[config.mk]
export PLATFORM = sky130hd
export DESIGN_NAME = pipeline_spi_master
export DESIGN_NICKNAME = d
export VERILOG_FILES = /design/src/rtl/pipeline_spi_pkg.sv /design/src/rtl/pipeline_spi_master_phase_timer.sv /design/src/rtl/pipeline_spi_master.sv
export SDC_FILE = /design/constraint.sdc
export NUM_CORES = 1
export LEC_CHECK = 0
export CORE_MARGIN = 3
export CORE_UTILIZATION = 30
export CTS_CLUSTER_SIZE = 24
export DETAILED_ROUTE_END_ITERATION = 16
export PLACE_DENSITY = 0.52
export SETUP_SLACK_MARGIN = 0.4
export SLEW_MARGIN = 15
export SYNTH_ARGS = -nofsm -noshare
export SYNTH_HDL_FRONTEND = slang
export SYNTH_HIERARCHICAL = 1
export SYNTH_SLANG_ARGS = --single-unit
[constraint.sdc]
create_clock -name clk -period 2 [get_ports clk]
set_input_delay 0.5 -clock clk [delete_from_list [all_inputs] [get_ports clk]]
set_output_delay 0.5 -clock clk [all_outputs]
set_load 0.02 [all_outputs]
[src/rtl/pipeline_spi_pkg.sv]
// Shared definitions for the pipeline SPI control link (master and slave).
// Opcodes, per-opcode payload sizes, SPI mode and the master FSM state type.
package pipeline_spi_pkg;

    localparam logic [7:0] OVERLAY_MODE    = 8'h01;
    localparam logic [7:0] FG_SCALE        = 8'h03;
    localparam logic [7:0] FG_OFFSET_X     = 8'h04;
    localparam logic [7:0] FG_OFFSET_Y     = 8'h05;
    localparam logic [7:0] FG_CLIP_LEFT    = 8'h06;
    localparam logic [7:0] FG_CLIP_RIGHT   = 8'h07;
    localparam logic [7:0] FG_CLIP_TOP     = 8'h08;
    localparam logic [7:0] FG_CLIP_BOTTOM  = 8'h09;

    // CPOL=0, CPHA=0
    localparam int unsigned SPI_MODE = 0;

    typedef enum logic [2:0] {
        StIdle,
        StSetup,
        StShiftHi,
        StShiftLo,
        StGap
    } spi_state_e;

    function automatic logic [2:0] payload_len(input logic [7:0] opcode);
        logic [2:0] len;
        len = 3'd0;
        case (opcode)
            OVERLAY_MODE:                       len = 3'd1;
            FG_SCALE, FG_OFFSET_X, FG_OFFSET_Y: len = 3'd2;
            FG_CLIP_LEFT, FG_CLIP_RIGHT,
            FG_CLIP_TOP, FG_CLIP_BOTTOM:        len = 3'd2;
            default:                            len = 3'd0;
        endcase
        return len;
    endfunction

endpackage

[src/rtl/pipeline_spi_master_phase_timer.sv]
// Phase timer: CLK_DIV down-counter with load; tc_o marks the last cycle of a phase.
module spi_phase_timer #(
    parameter int unsigned CLK_DIV = 2
) (
    input  logic clk,
    input  logic rst_n,
    input  logic load_i,
    output logic tc_o
);

    localparam int unsigned W = (CLK_DIV > 1) ? $clog2(CLK_DIV) : 1;
    localparam logic [W-1:0] LoadVal = W'(CLK_DIV - 1);

    logic [W-1:0] cnt_q;

    always_ff @(posedge clk or negedge rst_n) begin
        if (!rst_n) begin
            cnt_q <= '0;
        end else if (load_i) begin
            cnt_q <= LoadVal;
        end else if (cnt_q != '0) begin
            cnt_q <= cnt_q - 1'b1;
        end
    end

    assign tc_o = (cnt_q == '0);

endmodule

[src/rtl/pipeline_spi_master.sv]
// SPI mode 0 initiator: one opcode plus 0..MAX_PAYLOAD payload bytes per ss-low frame,
// MISO captured into rsp_data and reported with a one-cycle rsp_valid at frame end.
module pipeline_spi_master
    import pipeline_spi_pkg::*;
#(
    parameter int unsigned CLK_DIV     = 2,
    parameter int unsigned MAX_PAYLOAD = 4
) (
    input  logic        clk,
    input  logic        rst_n,
    input  logic        cmd_valid,
    output logic        cmd_ready,
    input  logic [7:0]  cmd_opcode,
    input  logic [2:0]  cmd_len,
    input  logic [31:0] cmd_data,
    output logic        rsp_valid,
    output logic [31:0] rsp_data,
    output logic        busy,
    output logic        hw_spi_clk,
    output logic        hw_spi_ss,
    output logic        hw_spi_mosi,
    input  logic        hw_spi_miso
);

    spi_state_e  state_q;
    logic        cmd_ready_q, rsp_valid_q, busy_q, sclk_q, ss_q, mosi_q;
    logic [31:0] rsp_data_q, rx_q;
    logic [38:0] tx_q;
    logic [5:0]  bit_cnt_q;

    logic [2:0]  len_clamp;
    logic [39:0] frame_bits;
    logic        accept, tc, timer_load;

    assign len_clamp = (cmd_len > 3'(MAX_PAYLOAD)) ? 3'(MAX_PAYLOAD) : cmd_len;

    // Left-align the frame so bit 39 is always the first bit on the wire.
    always_comb begin
        frame_bits = {cmd_opcode, 32'h0};
        case (len_clamp)
            3'd0:    frame_bits = {cmd_opcode, 32'h0};
            3'd1:    frame_bits = {cmd_opcode, cmd_data[7:0], 24'h0};
            3'd2:    frame_bits = {cmd_opcode, cmd_data[15:0], 16'h0};
            3'd3:    frame_bits = {cmd_opcode, cmd_data[23:0], 8'h0};
            default: frame_bits = {cmd_opcode, cmd_data};
        endcase
    end

    assign accept     = (state_q == StIdle) && cmd_valid && cmd_ready_q;
    assign timer_load = accept || ((state_q != StIdle) && tc);

    spi_phase_timer #(
        .CLK_DIV(CLK_DIV)
    ) u_timer (
        .clk   (clk),
        .rst_n (rst_n),
        .load_i(timer_load),
        .tc_o  (tc)
    );

    always_ff @(posedge clk or negedge rst_n) begin
        if (!rst_n) begin
            state_q     <= StIdle;
            cmd_ready_q <= 1'b0;
            rsp_valid_q <= 1'b0;
            rsp_data_q  <= '0;
            busy_q      <= 1'b0;
            sclk_q      <= 1'b0;
            ss_q        <= 1'b1;
            mosi_q      <= 1'b0;
            tx_q        <= '0;
            rx_q        <= '0;
            bit_cnt_q   <= '0;
        end else begin
            rsp_valid_q <= 1'b0;
            unique case (state_q)
                StIdle: begin
                    cmd_ready_q <= 1'b1;
                    if (accept) begin
                        state_q     <= StSetup;
                        cmd_ready_q <= 1'b0;
                        busy_q      <= 1'b1;
                        ss_q        <= 1'b0;
                        sclk_q      <= 1'b0;
                        tx_q        <= frame_bits[38:0];
                        mosi_q      <= frame_bits[39];
                        bit_cnt_q   <= {len_clamp, 3'b111};
                        rx_q        <= '0;
                    end
                end
                StSetup: begin
                    if (tc) begin
                        state_q <= StShiftHi;
                        sclk_q  <= 1'b1;
                        rx_q    <= {rx_q[30:0], hw_spi_miso};
                    end
                end
                StShiftHi: begin
                    if (tc) begin
                        state_q <= StShiftLo;
                        sclk_q  <= 1'b0;
                        // The last bit stays on MOSI through the final low phase.
                        if (bit_cnt_q != '0) begin
                            tx_q   <= {tx_q[37:0], 1'b0};
                            mosi_q <= tx_q[38];
                        end
                    end
                end
                StShiftLo: begin
                    if (tc) begin
                        if (bit_cnt_q == '0) begin
                            state_q     <= StGap;
                            ss_q        <= 1'b1;
                            rsp_valid_q <= 1'b1;
                            rsp_data_q  <= rx_q;
                        end else begin
                            state_q   <= StShiftHi;
                            bit_cnt_q <= bit_cnt_q - 6'd1;
                            sclk_q    <= 1'b1;
                            rx_q      <= {rx_q[30:0], hw_spi_miso};
                        end
                    end
                end
                StGap: begin
                    if (tc) begin
                        state_q     <= StIdle;
                        busy_q      <= 1'b0;
                        cmd_ready_q <= 1'b1;
                    end
                end
                default: state_q <= StIdle;
            endcase
        end
    end

    assign cmd_ready   = cmd_ready_q;
    assign rsp_valid   = rsp_valid_q;
    assign rsp_data    = rsp_data_q;
    assign busy        = busy_q;
    assign hw_spi_clk  = sclk_q;
    assign hw_spi_ss   = ss_q;
    assign hw_spi_mosi = mosi_q;

endmodule

==> results of run 1 <==
per-stage QoR:
| stage | hold WS, ps | util, % | setup TNS (ps) | instance area (µm²) |
|---|---|---|---|---|
| detailed placement | 486 | 38.1 | -9300 | 7160 |
| global placement | 478 | 38.1 | -8770 | 7160 |
| finish | 82.0 | 44.0 | 0 | 8250 |
| floorplan | 204 | - | 0 | 5880 |
| CTS | 93.1 | 42.6 | 0 | 8000 |
| global route | 113 | 44.0 | 0 | 8250 |
logic make-up after synthesis:
kind of cell    after synthesis  share of synthesized area, %
compound gates              124                          16.4
fa+ha+maj                     2                         0.434
mux                          90                          17.4
flops                       119                          51.6
buf+inv                      46                          4.49
simple gates                118                          9.67
worst max-delay path by stage:
stage	from	to	slack [ps]	cells past startpoint
2_1_floorplan	bit_cnt_q[0]$_DFFE_PN0P_	tx_q[18]$_DFFE_PN0P_	360	7
3_3_place_gp	cmd_len[0]	tx_q[23]$_DFFE_PN0P_	-240	6
3_5_place_dp	cmd_len[0]	tx_q[23]$_DFFE_PN0P_	-240	6
4_1_cts	hw_spi_ss$_DFFE_PN1P_	hw_spi_ss	180	1
5_1_grt	bit_cnt_q[1]$_DFFE_PN0P_	tx_q[32]$_DFFE_PN0P_	70	8
6_report	bit_cnt_q[0]$_DFFE_PN0P_	hw_spi_mosi$_DFFE_PN0P_	160	8
cell type report:
class | instances | area (µm²)
Clock buffer | 19 | 433
Clock inverter | 13 | 120
Fill cell | 1767 | 10500
Inverter | 8 | 30.0
Multi-Input combinational cell | 334 | 2780
Sequential cell | 119 | 2980
Tap cell | 234 | 293
Timing Repair Buffer | 149 | 1620
routing by layer:
metal | up-vias | global-route usage, %
met1 | 2218 | 19.7
li1 | 2080 | -
met4 | 2 | 5.25
met5 | - | 0
met2 | 121 | 23.0
met3 | 27 | 5.39
state kept, by name (all words and copies together) (netlist names):
| register | cells |
|---|---|
| hw_spi_ss | 1 |
| rx_q | 32 |
| u_timer/cnt_q | 1 |
| bit_cnt_q | 6 |
| cmd_ready | 1 |
| busy | 1 |
| state_q | 3 |
| rsp_valid | 1 |
| hw_spi_mosi | 1 |
| rsp_data | 32 |
| tx_q | 39 |
| hw_spi_clk | 1 |
critical path, cell delays in order (launching register included):
cell and delay, ps:
sky130_fd_sc_hd__dfrtp_1 390, sky130_fd_sc_hd__inv_2 80, sky130_fd_sc_hd__ha_4 130, sky130_fd_sc_hd__nor2b_4 180, sky130_fd_sc_hd__nand2_4 90, sky130_fd_sc_hd__a41oi_4 160, sky130_fd_sc_hd__buf_12 170, sky130_fd_sc_hd__clkbuf_16 170
sky130_fd_sc_hd__mux2_2 330
power groups by stage:
stage / clock [µW] / combinational (µW) / sequential [µW]
4_1_cts: 2960 / 4900 / 3640
3_5_place_dp: 0 / 4470 / 3650
2_1_floorplan: 0 / 3190 / 3620
3_3_place_gp: 0 / 4370 / 3630
6_report: 2880 / 5600 / 3660
5_1_grt: 3080 / 6110 / 3760
cells in the final DEF (no fill, tap or decap), types with 4 or more instances in the layout:
master / netlist / routed
sky130_fd_sc_hd__a21oi_1: 25 / 25
sky130_fd_sc_hd__a221oi_2: 0 / 8
sky130_fd_sc_hd__a22o_1: 32 / 32
sky130_fd_sc_hd__a22oi_1: 10 / 6
sky130_fd_sc_hd__a22oi_2: 6 / 10
sky130_fd_sc_hd__a2bb2oi_1: 8 / 8
sky130_fd_sc_hd__buf_12: 0 / 13
sky130_fd_sc_hd__buf_2: 21 / 12
sky130_fd_sc_hd__buf_4: 2 / 40
sky130_fd_sc_hd__buf_6: 7 / 5
sky130_fd_sc_hd__clkbuf_16: 0 / 21
sky130_fd_sc_hd__clkbuf_2: 0 / 4
sky130_fd_sc_hd__clkdlybuf4s15_2: 0 / 20
sky130_fd_sc_hd__clkdlybuf4s50_1: 0 / 43
sky130_fd_sc_hd__dfrtp_1: 118 / 116
sky130_fd_sc_hd__inv_1: 8 / 5
sky130_fd_sc_hd__inv_6: 0 / 4
sky130_fd_sc_hd__mux2_2: 76 / 58
sky130_fd_sc_hd__mux2_4: 0 / 23
sky130_fd_sc_hd__mux2i_1: 9 / 8
sky130_fd_sc_hd__nand2_1: 55 / 53
sky130_fd_sc_hd__nand2b_1: 11 / 11
sky130_fd_sc_hd__nand3_1: 8 / 8
sky130_fd_sc_hd__nor2_1: 26 / 25
sky130_fd_sc_hd__o21ai_0: 17 / 16
timing repair:
| action | 4_1_cts | 5_1_grt |
|---|---|---|
| endpoints found under the setup margin | 147 | 127 |
| pin swaps | 2 | 0 |
| setup buffers | 9 | 7 |
| hold buffers | 0 | 0 |
| gates resized for setup | 129 | 58 |
| cloned | 5 | 6 |
==> metrics.txt, run 1 <==
register share of total power=30.1%; number of enable-type register cells in the synthesized netlist=0; worst slew margin relative to its limit=between 70% and 80%; post-synthesis net count=about 550; post-synthesis average cell area=about 12 µm²; path type of the worst setup path=register to register; power share of the clock group=between 20% and 30%; clock skew=between 9 and 10 ps; slew at the pin closest to its max-slew limit=about 370 ps; fraction of registers with async set or reset after synthesis=between 90% and 100%; final count of negative-setup-slack endpoints=0; detailed-routing iteration count for the pre-antenna-repair pass=4; Net Sw Power=about 4300 µW; final hold viol count=0; H-tree level count=4; #FFs+latches synth=around 120; half-perimeter wire length after detailed placement=~9500 µm; most used flip-flop cell after synthesis=sky130_fd_sc_hd__dfrtp_1; clock tree sinks=between 100 and 150; Clk Tree Root Cell=sky130_fd_sc_hd__clkbuf_16; register clock-pin slew on the reported worst setup and hold paths=around 60 ps; r2r endpoint=hw_spi_mosi$_DFFE_PN0P_; max frequency=approximately 0.54 GHz; setup slack after placement=-240 ps; detailed-route DRC error count=0; total of warnings raised by yosys=6; GRT Overall Usage=approximately 15%; number of buffers between clock root and the deepest sink=2; clock insertion delay at the later pin of the skew report=410 ps; wire length on met3=1080 µm; total number of vias=4448; fraction of layout instances using a drive strength above 1=between 40% and 50%; library cell with the largest summed area after synthesis=sky130_fd_sc_hd__dfrtp_1; count of placed standard cells in the final layout, fillers left out=about 900; Register-to-Register Path Depth=8; first-pass GRT wire length=24500 µm; highest ir drop seen on vdd=just under 0.7 mV; highest layer used for signal routing=met5; setup repair after global routing missed its margin=yes; Area contributors post-synth=sky130_fd_sc_hd__dfrtp_1, sky130_fd_sc_hd__mux2_2, sky130_fd_sc_hd__a22o_1, sky130_fd_sc_hd__nand2_1, sky130_fd_sc_hd__a21oi_1; worst-case register-to-register setup slack=160 ps; DIE WIDTH=roughly 140 µm; proportion of power drawn by combinational gates=between 40% and 50%; area growth from synthesis to layout=43.1%; Die Outline Area=20900 µm²; share of total power consumed by net switching=approximately 35%; top cell type's share of synthesized area=between 50% and 60%; remaining number of nets flagged by the antenna check after routing=0; Die Height=about 140 µm; Maximum Capacitance Violations=0; minimum clock period=around 1800 ps; Total Power=roughly 12000 µW; via count of the first global-routing pass=approximately 4.6k; critical path required time=about 2300 ps; routability cong.=0.790; count of pins on the block boundary=85; crit share post-route=~90%; antenna violations before repair=1; net total in the final layout=678; cell internal power dissipation=about 8000 µW; count of input and output buffers=84; CP arrival=about 2100 ps; area of the mapped netlist=roughly 5800 µm²; run status=completed; total congestion overflow after global routing=0; via density per instance=between 5 and 6; number of antenna repair diodes=0; standard-cell rows=50; count of final max-slew check failures=0; power density cells=1470 nW/µm²; cell with the most instances after synthesis=sky130_fd_sc_hd__dfrtp_1; routed wire length=between 15000 and 20000 µm; commonest cells in the synthesized netlist=sky130_fd_sc_hd__dfrtp_1, sky130_fd_sc_hd__mux2_2, sky130_fd_sc_hd__nand2_1; total placed cells including tap cells=about 820; length of routed met2 wiring=7200 µm; Hold WC Path Type=input port to asynchronous set/reset pin; pin count of the biggest net entering global routing=67; portion of the post-synthesis area used by sequential elements=51.6%; detailed-route wire length on metal 1=approximately 7200 µm; detailed-route wire length per cell=around 18 µm; Crit Reg-Reg Startpoint=bit_cnt_q[0]$_DFFE_PN0P_; synthesized instance count=about 500; core region area=roughly 19000 µm²; number of buffers inserted during clock tree synthesis=17; crit path capture type=register; initial core utilization=30.7%; clock tree from TritonCTS=built; largest fanout on the critical path=10; first-iteration detailed-routing DRC count=roughly 240; Critical Path Start Type=register; number of distinct standard cells referenced by the synthesized netlist=48; least setup slack across all paths after layout=around 160 ps; cell leakage power=0.00386 µW
(Power assumes the default switching activity.)
==> inputs of run 2 (changes only) <==
- CORE_UTILIZATION: 30 -> 35
- PLACE_DENSITY: 0.52 -> 0.59
==> run 2 against run 1 <==
Against the previous run:
- sequential share of layout area decreased by 0.86 points
- via count rose by 3.8%
- sequential power decreased by 2%
- maximum frequency fell by 2.5%
- global-route usage is 3.7 points higher
- final cell count grew 0.23%
- clock power decreased by 3%
- largest power group unchanged
==> metrics.txt, run 2 (same netlist as run 1, synthesis figures left out) <==
routability cong.=0.905 (was 0.790); run status=completed (unchanged); final count of negative-setup-slack endpoints=0 (unchanged); Maximum Capacitance Violations=0 (unchanged); GRT Overall Usage=18.6% (was 15.0%); remaining number of nets flagged by the antenna check after routing=0 (unchanged); total number of vias=4617 (was 4448); largest reg by FF count=tx_q (unchanged); clock skew=9.40 ps (was 9.42 ps); worst-case register-to-register setup slack=110 ps (was 160 ps); worst slew margin relative to its limit=57.9% (was 75.2%); area growth from synthesis to layout=46.4% (was 43.1%); post-route setup TNS=0 ps (unchanged); max reg flops=39 (unchanged); Register-to-Register Path Depth=8 (unchanged); count of input and output buffers=84 (unchanged); max frequency=0.530 GHz (was 0.544 GHz); detailed-routing iteration count for the pre-antenna-repair pass=4 (unchanged); Die Outline Area=18100 µm² (was 20900 µm²); routed wire length=16400 µm (was 15800 µm); source of the critical timing path=bit_cnt_q[0]$_DFFE_PN0P_ (unchanged); pin count of the biggest net entering global routing=73 (was 67); CP arrival=2180 ps (was 2130 ps); minimum clock period=1890 ps (was 1840 ps); clock tree from TritonCTS=built (unchanged); count of final max-slew check failures=0 (unchanged); clock insertion delay at the later pin of the skew report=420 ps (was 410 ps); net total in the final layout=698 (was 678); maximum single-stage delay on the critical path=390 ps (about the same); highest ir drop seen on vdd=0.690 mV (was 0.676 mV); r2r endpoint=tx_q[5]$_DFFE_PN0P_ (was hw_spi_mosi$_DFFE_PN0P_); critical path required time=2300 ps (was 2290 ps); via count of the first global-routing pass=4725 (was 4619); cell class contributing the biggest share of worst-path delay=flip-flops (was buffers and inverters); power density cells=1540 nW/µm² (was 1470 nW/µm²); crit share post-route=94.3% (was 91.9%); setup repair after global routing missed its margin=yes (unchanged); initial core utilization=36.0% (was 30.7%); core utilization of the finished layout=52.8% (was 44.0%); placed instance area=7110 µm² (was 7160 µm²); Design Area, Final=8450 µm² (was 8250 µm²); Total Power=13000 µW (was 12100 µW); via density per instance=5.26 (was 5.08); Critical Path Start Type=register (unchanged); detailed-route DRC error count=0 (unchanged); register clock-pin slew on the reported worst setup and hold paths=60 ps (about the same); half-perimeter wire length after detailed placement=9300 µm (was 9520 µm); Hold WC Path Type=input port to asynchronous set/reset pin (unchanged); detailed-route wire length per cell=18.7 µm (was 18.1 µm); Crit Reg-Reg Startpoint=bit_cnt_q[0]$_DFFE_PN0P_ (unchanged); DIE WIDTH=134 µm (was 145 µm); buffers plus inverters on the worst setup path=3 (unchanged); first-pass GRT wire length=26500 µm (was 24500 µm); Critical-path top delay cell=sky130_fd_sc_hd__dfrtp_1 (unchanged); crit path capture type=register (unchanged); number of antenna repair diodes=0 (unchanged); first-iteration detailed-routing DRC count=328 (was 244); number of buffers between clock root and the deepest sink=2 (unchanged); Die Height=134 µm (was 145 µm); count of hold buffers inserted by post-cts repair=0 (unchanged); slew at the pin closest to its max-slew limit=631 ps (was 369 ps); total congestion overflow after global routing=0 (unchanged); cell leakage power=0.00407 µW (was 0.00386 µW); most frequent standard cell in the layout excluding fill and tap cells=sky130_fd_sc_hd__dfrtp_1 (unchanged); H-tree level count=4 (unchanged); antenna violations before repair=0 (was 1); count of pins on the block boundary=85 (unchanged); final hold viol count=0 (unchanged); standard-cell rows=46 (was 50); largest fanout on the critical path=7 (was 10); number of buffers inserted during clock tree synthesis=17 (unchanged); clock tree sinks=119 (unchanged); path type of the worst setup path=register to register (unchanged); core region area=16000 µm² (was 18800 µm²); leading cell types in the layout, fill and taps excluded=sky130_fd_sc_hd__dfrtp_1, sky130_fd_sc_hd__nand2_1, sky130_fd_sc_hd__buf_4, sky130_fd_sc_hd__mux2_2, sky130_fd_sc_hd__clkdlybuf4s50_1 (was sky130_fd_sc_hd__dfrtp_1, sky130_fd_sc_hd__mux2_2, sky130_fd_sc_hd__nand2_1, sky130_fd_sc_hd__clkdlybuf4s50_1, sky130_fd_sc_hd__buf_4); Clk Tree Root Cell=sky130_fd_sc_hd__clkbuf_16 (unchanged); worst path cell trace=inv_2 > ha_1 > nor2b_4 > nand2_4 > a41oi_4 > buf_12 > clkbuf_16 > mux2_4 (was inv_2 > ha_4 > nor2b_4 > nand2_4 > a41oi_4 > buf_12 > clkbuf_16 > mux2_2); fraction of layout instances using a drive strength above 1=41.5% (was 40.0%)
run 2: layout make-up:
class | instances | area [µm²]
clock buffers | 18 | 429
clock inverters | 14 | 115
fillers | 1401 | 7550
inverters | 8 | 30.0
multi-input cells | 334 | 2820
flip-flops and latches | 119 | 2980
well taps | 216 | 270
repair buffers | 169 | 1800
run 2: through the flow:
stage                     std cells  worst slack, ps  hold WS (ps)
after floorplan                 499              364           204
after global placement          802             -245           477
after detailed placement        802             -277           483
after CTS                       866              187           110
after global routing            878             62.8           123
final                           878              114          98.5
run 2: worst register-to-register path: stages, from the launching register on:
cell	delay (ps)
sky130_fd_sc_hd__dfrtp_1	390
sky130_fd_sc_hd__inv_2	60
sky130_fd_sc_hd__ha_1	130
sky130_fd_sc_hd__nor2b_4	190
sky130_fd_sc_hd__nand2_4	80
sky130_fd_sc_hd__a41oi_4	280
sky130_fd_sc_hd__buf_12	170
sky130_fd_sc_hd__clkbuf_16	170
sky130_fd_sc_hd__mux2_4	300
run 2: power breakdown:
group          internal [µW]  switching [µW]  total, µW
clock network           1610            1200       2800
logic                   3660            2950       6620
registers               3120             472       3590
total                   8390            4620      13000
run 2: metal layers:
| layer | track usage (%) | part of all wire (%) | up-vias |
|---|---|---|---|
| met5 | 0 | 0 | - |
| met4 | 7.24 | 2.1 | 0 |
| met3 | 5.10 | 5.9 | 29 |
| met2 | 27.0 | 46 | 137 |
| met1 | 26.6 | 46 | 2322 |
| li1 | - | - | 2129 |
run 2: worst max path at each step:
stage,end,slack [ps],cells after the start
after floorplan,tx_q[18]$_DFFE_PN0P_,360,7
after global placement,tx_q[25]$_DFFE_PN0P_,-250,6
after detailed placement,tx_q[25]$_DFFE_PN0P_,-280,6
after CTS,hw_spi_ss,190,1
after global routing,tx_q[23]$_DFFE_PN0P_,60,8
final,tx_q[5]$_DFFE_PN0P_,110,8
run 2: timing repair:
item	CTS	global route
hold endpoints to repair	0	0
gates resized for setup	151	72
endpoints found under the setup margin	145	142
cloned	13	2
pin swaps	4	10
buffers inserted	19	10
==> inputs of run 3 (changes only) <==
- CORE_MARGIN: 3 -> 5
==> run 3 against run 2 <==
Against the previous run:
- total power fell by 9.9%
- final cell count fell by 3.3%
- setup slack better by 68 ps
- first-iteration DRC count is 34% lower
- register-to-register slack gained 70 ps
- sequential power about the same
- sequential cell count stayed put
- wire length down 6.2%
- final area is 5.2% lower
- combinational power decreased by 24%
- critical path type unchanged
- critical endpoint is now rsp_data[12]$_DFFE_PN0P_
- largest cell class unchanged
==> metrics.txt, run 3 (same netlist as run 1, synthesis figures left out) <==
max reg flops=39 (unchanged); cell leakage power=0.00372 µW (was 0.00407 µW); worst slew margin relative to its limit=68.8% (was 57.9%); via count of the first global-routing pass=4780 (was 4725); minimum clock period=1820 ps (was 1890 ps); crit path capture type=register (unchanged); leading cell types in the layout, fill and taps excluded=sky130_fd_sc_hd__dfrtp_1, sky130_fd_sc_hd__mux2_2, sky130_fd_sc_hd__nand2_1, sky130_fd_sc_hd__clkdlybuf4s50_1, sky130_fd_sc_hd__buf_4 (was sky130_fd_sc_hd__dfrtp_1, sky130_fd_sc_hd__nand2_1, sky130_fd_sc_hd__buf_4, sky130_fd_sc_hd__mux2_2, sky130_fd_sc_hd__clkdlybuf4s50_1); Design Area, Final=8010 µm² (was 8450 µm²); number of buffers inserted during clock tree synthesis=17 (unchanged); count of final max-slew check failures=0 (unchanged); number of buffers between clock root and the deepest sink=2 (unchanged); largest reg by FF count=tx_q (unchanged); detailed-routing iteration count for the pre-antenna-repair pass=4 (unchanged); largest fanout on the critical path=8 (was 7); clock tree sinks=119 (unchanged); Die Height=138 µm (was 134 µm); Maximum Capacitance Violations=0 (unchanged); standard-cell rows=47 (was 46); H-tree level count=4 (unchanged); fillcell total=1505 (was 1401); max frequency=0.550 GHz (was 0.530 GHz); clock insertion delay at the later pin of the skew report=410 ps (was 420 ps); slew at the pin closest to its max-slew limit=468 ps (was 631 ps); antenna violations before repair=0 (unchanged); Die Outline Area=19100 µm² (was 18100 µm²); routability cong.=0.886 (was 0.905); Crit Reg-Reg Startpoint=bit_cnt_q[1]$_DFFE_PN0P_ (was bit_cnt_q[0]$_DFFE_PN0P_); Hold WC Path Type=input port to asynchronous set/reset pin (unchanged); pin count of the biggest net entering global routing=49 (was 73); half-perimeter wire length after detailed placement=9330 µm (was 9300 µm); count of hold buffers inserted by post-cts repair=0 (unchanged); routed wire length=15400 µm (was 16400 µm); DIE WIDTH=138 µm (was 134 µm); fraction of layout instances using a drive strength above 1=38.6% (was 41.5%); source of the critical timing path=bit_cnt_q[1]$_DFFE_PN0P_ (was bit_cnt_q[0]$_DFFE_PN0P_); count of input and output buffers=84 (unchanged); total placed cells including tap cells=801 (was 802); final hold viol count=0 (unchanged); net total in the final layout=666 (was 698); detailed-route wire length per cell=18.1 µm (was 18.7 µm); detailed-route DRC error count=0 (unchanged); Total Power=11700 µW (was 13000 µW); register clock-pin slew on the reported worst setup and hold paths=60 ps (about the same); Clk Tree Root Cell=sky130_fd_sc_hd__clkbuf_16 (unchanged); GRT Overall Usage=16.2% (was 18.6%); via density per instance=5.30 (was 5.26); remaining number of nets flagged by the antenna check after routing=0 (unchanged); clock skew=7.33 ps (was 9.40 ps); critical path required time=2290 ps (was 2300 ps); Critical Path Start Type=register (unchanged); path type of the worst setup path=register to register (unchanged); CP arrival=2110 ps (was 2180 ps); run status=completed (unchanged); total number of vias=4497 (was 4617); final count of negative-setup-slack endpoints=0 (unchanged); total congestion overflow after global routing=0 (unchanged); number of antenna repair diodes=0 (unchanged); Worst Hold Slack=46.9 ps (was 98.5 ps); placed instance area=7110 µm² (about the same); clock tree from TritonCTS=built (unchanged); initial core utilization=35.3% (was 36.0%); power density cells=1460 nW/µm² (was 1540 nW/µm²); first-iteration detailed-routing DRC count=215 (was 328); core region area=16300 µm² (was 16000 µm²); highest ir drop seen on vdd=0.650 mV (was 0.690 mV); count of pins on the block boundary=85 (unchanged); area growth from synthesis to layout=38.9% (was 46.4%); first-pass GRT wire length=25100 µm (was 26500 µm); most frequent standard cell in the layout excluding fill and tap cells=sky130_fd_sc_hd__dfrtp_1 (unchanged); crit share post-route=90.9% (was 94.3%); count of placed standard cells in the final layout, fillers left out=849 (was 878); setup repair after global routing missed its margin=yes (unchanged)
-- run 3: metrics by stage --
stage          worst slack (ps)  setup TNS (ps)  util [%]
2_1_floorplan               364               0         -
6_report                    182               0      49.0
5_1_grt                     119               0      49.0
3_3_place_gp               -256           -9070      43.5
4_1_cts                     183               0      49.4
3_5_place_dp               -240          -10030      43.5
-- run 3: timing repair --
| action | 4_1_cts | 5_1_grt |
|---|---|---|
| cloned | 7 | 1 |
| resized for setup | 124 | 40 |
| endpoints found under the setup margin | 148 | 135 |
| setup buffers | 7 | 2 |
| pin swaps | 1 | 3 |
-- run 3: worst paths after layout --
kind                                            end  slack (ps)  cells past startpoint
max                        rsp_data[12]$_DFFE_PN0P_         180                      7
min                        bit_cnt_q[4]$_DFFE_PN0P_          50                      1
max reg2reg                rsp_data[12]$_DFFE_PN0P_         180                      7
min reg2reg                     tx_q[0]$_DFFE_PN0P_         500                      1
max in group asynchronous    state_q[1]$_DFFE_PN0P_        1310                      2
min in group clk                tx_q[0]$_DFFE_PN0P_         500                      1
-- run 3: metal layers --
layer	part of all wire [%]	vias up	global-route usage (%)
met4	1.2	0	6.76
met3	6.1	12	4.66
met2	48	142	25.2
met5	0	-	0
li1	-	2053	-
met1	45	2290	21.2
-- run 3: report_power, final --
group	internal, µW	leakage (µW)	switching (µW)
Combinational	2520	0.00190	2480
Sequential	3120	0.00155	490
Clock	2020	0.000280	1090
-- run 3: worst max-delay path: stages, from the launching register on --
cell and delay, ps:
sky130_fd_sc_hd__dfrtp_1 400, sky130_fd_sc_hd__inv_2 90, sky130_fd_sc_hd__ha_4 120, sky130_fd_sc_hd__nor2b_4 180, sky130_fd_sc_hd__and2_4 190, sky130_fd_sc_hd__nand3_4 140
sky130_fd_sc_hd__bufbuf_16 320, sky130_fd_sc_hd__mux2_2 270
-- run 3: final cells by class --
type / count / area (µm²) / area share [%]
flip-flops and latches: 119 / 2980 / 37.2
clock inverters: 11 / 150 / 1.87
inverters: 8 / 30.0 / 0.375
well taps: 220 / 275 / 3.44
clock buffers: 20 / 457 / 5.70
repair buffers: 137 / 1420 / 17.8
multi-input cells: 334 / 2700 / 33.6
